--- config.mk ---
export PLATFORM = sky130hd
export DESIGN_NAME = body_scanner
export DESIGN_NICKNAME = d
export VERILOG_FILES = /design/src/rtl/body_scanner_pkg.sv /design/src/rtl/body_scanner_pos_match.sv /design/src/rtl/body_scanner.sv
export SDC_FILE = /design/constraint.sdc
export NUM_CORES = 1
export LEC_CHECK = 0
export BUFFER_PORTS_ARGS = -buffer_cell sky130_fd_sc_hd__buf_2
export CAP_MARGIN = 20
export CORE_ASPECT_RATIO = 0.6
export CORE_MARGIN = 2
export CORE_UTILIZATION = 40
export CTS_CLUSTER_DIAMETER = 100
export DETAILED_ROUTE_END_ITERATION = 8
export GPL_TIMING_DRIVEN = 1
export PLACE_DENSITY_LB_ADDON = 0.1
export SLEW_MARGIN = 10
export SYNTH_ARGS = -nofsm -noshare
export SYNTH_HDL_FRONTEND = slang
export SYNTH_HIERARCHICAL = 1
export SYNTH_SLANG_ARGS = --single-unit
--- constraint.sdc ---
create_clock -name clk -period 3.68 [get_ports clk]
set_clock_uncertainty 0.15 [all_clocks]
set_input_delay 0 -clock clk [delete_from_list [all_inputs] [get_ports clk]]
set_output_delay 0 -clock clk [all_outputs]
set_load 0.02 [all_outputs]
--- src/rtl/body_scanner_pkg.sv ---
// body_scanner_pkg: shared sizes and FSM state encoding for the body scanner
package body_scanner_pkg;
   localparam int DEPTH = 26;
   localparam int W     = 11;
   localparam int LW    = 6;
   localparam int IW    = $clog2(DEPTH);
   localparam logic [1:0] IDLE  = 2'd0;
   localparam logic [1:0] SCAN  = 2'd1;
   localparam logic [1:0] DRAIN = 2'd2;
   localparam logic [1:0] DONE  = 2'd3;
endpackage

--- src/rtl/body_scanner_pos_match.sv ---
// pos_match: registered XY equality compare, gated by valid
module pos_match
   import body_scanner_pkg::*;
(
   input  logic         clk,
   input  logic         reset,
   input  logic         valid,
   input  logic [W-1:0] ax,
   input  logic [W-1:0] ay,
   input  logic [W-1:0] bx,
   input  logic [W-1:0] by,
   output logic         match
);
   // one-cycle registered match of two positions
   always_ff @(posedge clk or posedge reset)
      if (reset) match <= 1'b0;
      else match <= valid && ax == bx && ay == by;
endmodule

--- src/rtl/body_scanner.sv ---
// body_scanner: sweeps the body store each tick and flags head/food overlap
module body_scanner
   import body_scanner_pkg::*;
(
   input  logic          clk,
   input  logic          reset,
   input  logic          start,
   input  logic [LW-1:0] length,
   input  logic [W-1:0]  head_x,
   input  logic [W-1:0]  head_y,
   input  logic [W-1:0]  food_x,
   input  logic [W-1:0]  food_y,
   input  logic [W-1:0]  seg_x,
   input  logic [W-1:0]  seg_y,
   output logic          obtener,
   output logic          busy,
   output logic          done,
   output logic          hit_body,
   output logic          food_on_body
);
   logic [1:0]    state;
   logic [IW-1:0] rd_idx, cmp_idx;
   logic [LW-1:0] len_q;
   logic [W-1:0]  hx, hy, fx, fy;
   logic          cmp_v, valid, acc_h, acc_f, m_h, m_f;
   assign obtener = state == SCAN;
   assign valid   = cmp_v && (LW'(cmp_idx) < len_q);
   pos_match u_head (.clk(clk), .reset(reset), .valid(valid), .ax(seg_x), .ay(seg_y), .bx(hx), .by(hy), .match(m_h));
   pos_match u_food (.clk(clk), .reset(reset), .valid(valid), .ax(seg_x), .ay(seg_y), .bx(fx), .by(fy), .match(m_f));
   // scan FSM: DEPTH strobes, one drain cycle, then publish the sticky results
   always_ff @(posedge clk or posedge reset)
      if (reset) begin
         state <= IDLE;
         rd_idx <= '0;
         cmp_idx <= '0;
         cmp_v <= 1'b0;
         len_q <= '0;
         hx <= '0;
         hy <= '0;
         fx <= '0;
         fy <= '0;
         acc_h <= 1'b0;
         acc_f <= 1'b0;
         busy <= 1'b0;
         done <= 1'b0;
         hit_body <= 1'b0;
         food_on_body <= 1'b0;
      end else begin
         done <= 1'b0;
         cmp_v <= obtener;
         cmp_idx <= rd_idx;
         if (state == IDLE && start && !done) begin
            state <= SCAN;
            busy <= 1'b1;
            rd_idx <= '0;
            len_q <= length > LW'(DEPTH) ? LW'(DEPTH) : length;
            hx <= head_x;
            hy <= head_y;
            fx <= food_x;
            fy <= food_y;
            acc_h <= 1'b0;
            acc_f <= 1'b0;
         end else if (state == SCAN || state == DRAIN) begin
            acc_h <= acc_h | m_h;
            acc_f <= acc_f | m_f;
            if (state == DRAIN) state <= DONE;
            else if (rd_idx == IW'(DEPTH - 1)) begin
               state <= DRAIN;
               rd_idx <= '0;
            end else rd_idx <= rd_idx + 1'b1;
         end else if (state == DONE) begin
            state <= IDLE;
            busy <= 1'b0;
            done <= 1'b1;
            hit_body <= acc_h | m_h;
            food_on_body <= acc_f | m_f;
         end
      end
endmodule

==> metrics.yaml <==
power:
  power_leakage_nw: 2.456
  p_total_w: 0.003328
  ir_drop_uv: 287.1
  power-per-cell-area_nw_per_um2: 689.4
yosys:
  ys_warn_count: 6
  avgSynthCellArea_sq_um: 9.394
  ys_seq_area_share_pct: 51.67
  ys_seq_elements: 71
  ys_async_sr_fraction_pct: 100.0
  ys_top_cells_by_area: "dfrtp_1 (52%), nand2_1 (16%), xor2_1 (7.6%)"
  syn_area_sq_um: 3438
  synth_common_cells: "nand2_1 (146), dfrtp_1 (71), xor2_1 (30)"
  synth_ff_type: "dfrtp_1"
  yosys.area.top_type: "dfrtp_1"
  syn_inst: 366
  synth_top_area_share_pct: 51.67
  synth.net_count: 451
  synth_most_common_cell: "nand2_1"
  ys_types: 37
  synth-edff-count: 0
place:
  place_ws_ns: 1.422
  port_buffers: 79
  dpl.hpwl_microns: 5575
  gp_congestion: 0.8185
die:
  start_util_pct: 40.81
  rows: 26
  boundaryPins: 80
  core_area_sq_um: 8426
  die-area_sq_um: 9378
  die_w_microns: 123.7
  fp.dieH_microns: 75.82
sta:
  finalSetupViolations: 0
  hold_viol_final: 0
  slew_headroom_pct: 38.20
  fin_ws_ns: 0.9860
  tns_ns: 0
  max_freq_ghz: 0.3712
  final.period_utilization_pct: 73.21
  rsz0062_at_grt: "false"
  whs_ns: 0.2407
  worstMarginPinSlew_ns: 0.9243
  maxSlewViolCount: 0
  fin_crit_ns: 2.694
clock_network:
  cts_buffers: 9
  cts.sinks: 71
  cts_tree: "built"
  cts.htree.levels: 3
  clkLatencyLatePin_ns: 0.33
  cts-root-buf: "clkbuf_16"
  clkTransAtPathRegs_ns: 0.06
  postCtsSetupBuffers: 0
  cts_buffer_depth: 2
grt:
  overflow: 0
  antenna_found_initial: 0
  grt_max_degree: 44
  grt_first_pass_wirelength_microns: 13420
  grt_pass1_vias: 2776
  grt_usage_pct: 19.35
detailed_routing:
  viasPerCell: 4.478
  drtIter0Drc: 207
  wl_per_cell_microns: 13.29
  drc: 0
  drt-total-wl_microns: 8304
  antenna_left: 0
  vias: 2799
  drtPass1Iterations: 4
final_layout:
  syn_to_final_growth_pct: 40.39
  fillCellCount: 765
  nets: 593
  multiInputGateArea_sq_um: 1504
  drive_gt1_share_pct: 20.47
  seq_area_sq_um: 1777
  antenna_cells: 0
critical_path:
  crit_path_start_kind: "register"
  end_kind: "register"
  cpMaxStageDelayCell: "nand3b_1"
  critPathMaxFanout: 22
  cp_cell_sequence: "inv_1 -> ha_1 -> nand3b_1 -> o31a_1 -> dlygate4sd3_1"
  arrival_ns: 2.75
  path_class: "register to register"
  required_ns: 3.74
  cpPeakStageDelay_ns: 0.63
worst_hold_path:
  hold_path.class: "primary input to register"
flow_run:
  max_cap_viol_count: 0
run_status:
  status: "complete, no violations"
[placed cells by master (no fill, tap or decap), drive strengths merged, types with 2 or more instances in the layout]
master / synthesis / final
nor2: 8 / 8
o21bai: 2 / 2
nand2: 146 / 146
nor3: 4 / 4
o21ai: 8 / 8
o22ai: 2 / 2
bufinv: 0 / 2
dfrtp: 71 / 71
xor2: 30 / 30
a21oi: 12 / 12
ha: 10 / 10
mux2i: 2 / 2
clkbuf: 0 / 13
buf: 13 / 83
nand3: 3 / 3
nand2b: 3 / 3
inv: 12 / 12
dlygate4sd3: 0 / 61
xnor2: 14 / 14
nor4: 6 / 6
nand4: 7 / 7
[worst paths after layout]
| path | cells after the start | to | start | slack [ns] |
|---|---|---|---|---|
| setup / recovery | 5 | len_q[1]$_DFFE_PP0N_ | state[0]$_DFFE_PP0P_ | 0.99 |
| hold / removal | 4 | fy[4]$_DFFE_PP0N_ | food_y[4] | 0.24 |
| setup reg to reg | 5 | len_q[1]$_DFFE_PP0N_ | state[0]$_DFFE_PP0P_ | 0.99 |
| hold reg to reg | 0 | cmp_idx[1]$_DFF_PP0_ | rd_idx[1]$_DFFE_PP0P_ | 0.29 |
| max in group asynchronous | 4 | fx[2]$_DFFE_PP0N_ | reset | 2.20 |
| min in group asynchronous | 3 | hit_body$_DFFE_PP0P_ | reset | 0.27 |
[worst max-delay path, delay by kind of cell, from the launching register on]
kind                       cells  cell delay, ns
AOI/OAI and AO/OA              1            0.53
DFF                            1            0.43
and+or+nand+nor                1            0.63
adders and majority gates      1            0.16
buffers and inverters          2            0.66
[power breakdown]
part           internal [W]  switching, W
clock              0.000629      0.000309
combinational      0.000486      0.000575
sequential          0.00110      0.000225
total               0.00222       0.00111
[flip-flops by register name, summed over array words and instances (netlist names), 2 cells and up]
| signal | cells |
|---|---|
| cmp_idx | 5 |
| rd_idx | 5 |
| hy | 11 |
| fx | 11 |
| len_q | 6 |
| fy | 11 |
| hx | 11 |
| state | 2 |
[final cells by class]
| type | count | share of cell area (%) |
|---|---|---|
| inverter | 12 | 0.9331 |
| timing repair buffer | 144 | 21.46 |
| tap | 112 | 2.903 |
| sequential | 71 | 36.81 |
| multi-input combinational | 270 | 31.16 |
| clock buffer | 13 | 5.391 |
| clock inverter | 3 | 1.348 |
[repair_timing]
action / CTS / global route
hold buffers: 61 / 0
resized for setup: 0 / 0
endpoints found under the hold margin: 94 / 0
[metrics by stage]
stage	area (sq um)	utilization [%]	std cells
global placement	3891	46.18	548
floorplan	3438	-	366
global route	4827	57.29	625
detailed placement	3891	46.18	548
CTS	4827	57.29	625
finish	4827	57.29	625
[kinds of logic after synthesis]
family,count (synthesis),share of synthesized area (%)
compound gates,31,5.749
simple gates,183,22.53
mux,2,0.5823
xor+xnor,44,11.21
flops,71,51.67
buf+inv,25,4.621
fa+ha+maj,10,3.639
[metal layers]
metal	routed length, microns	GRT usage (%)
met2	3578	29.12
met5	0	0
met3	479	5.913
met4	64	5.808
met1	4181	27.10
No activity file was read; power rests on OpenSTA's default activity.
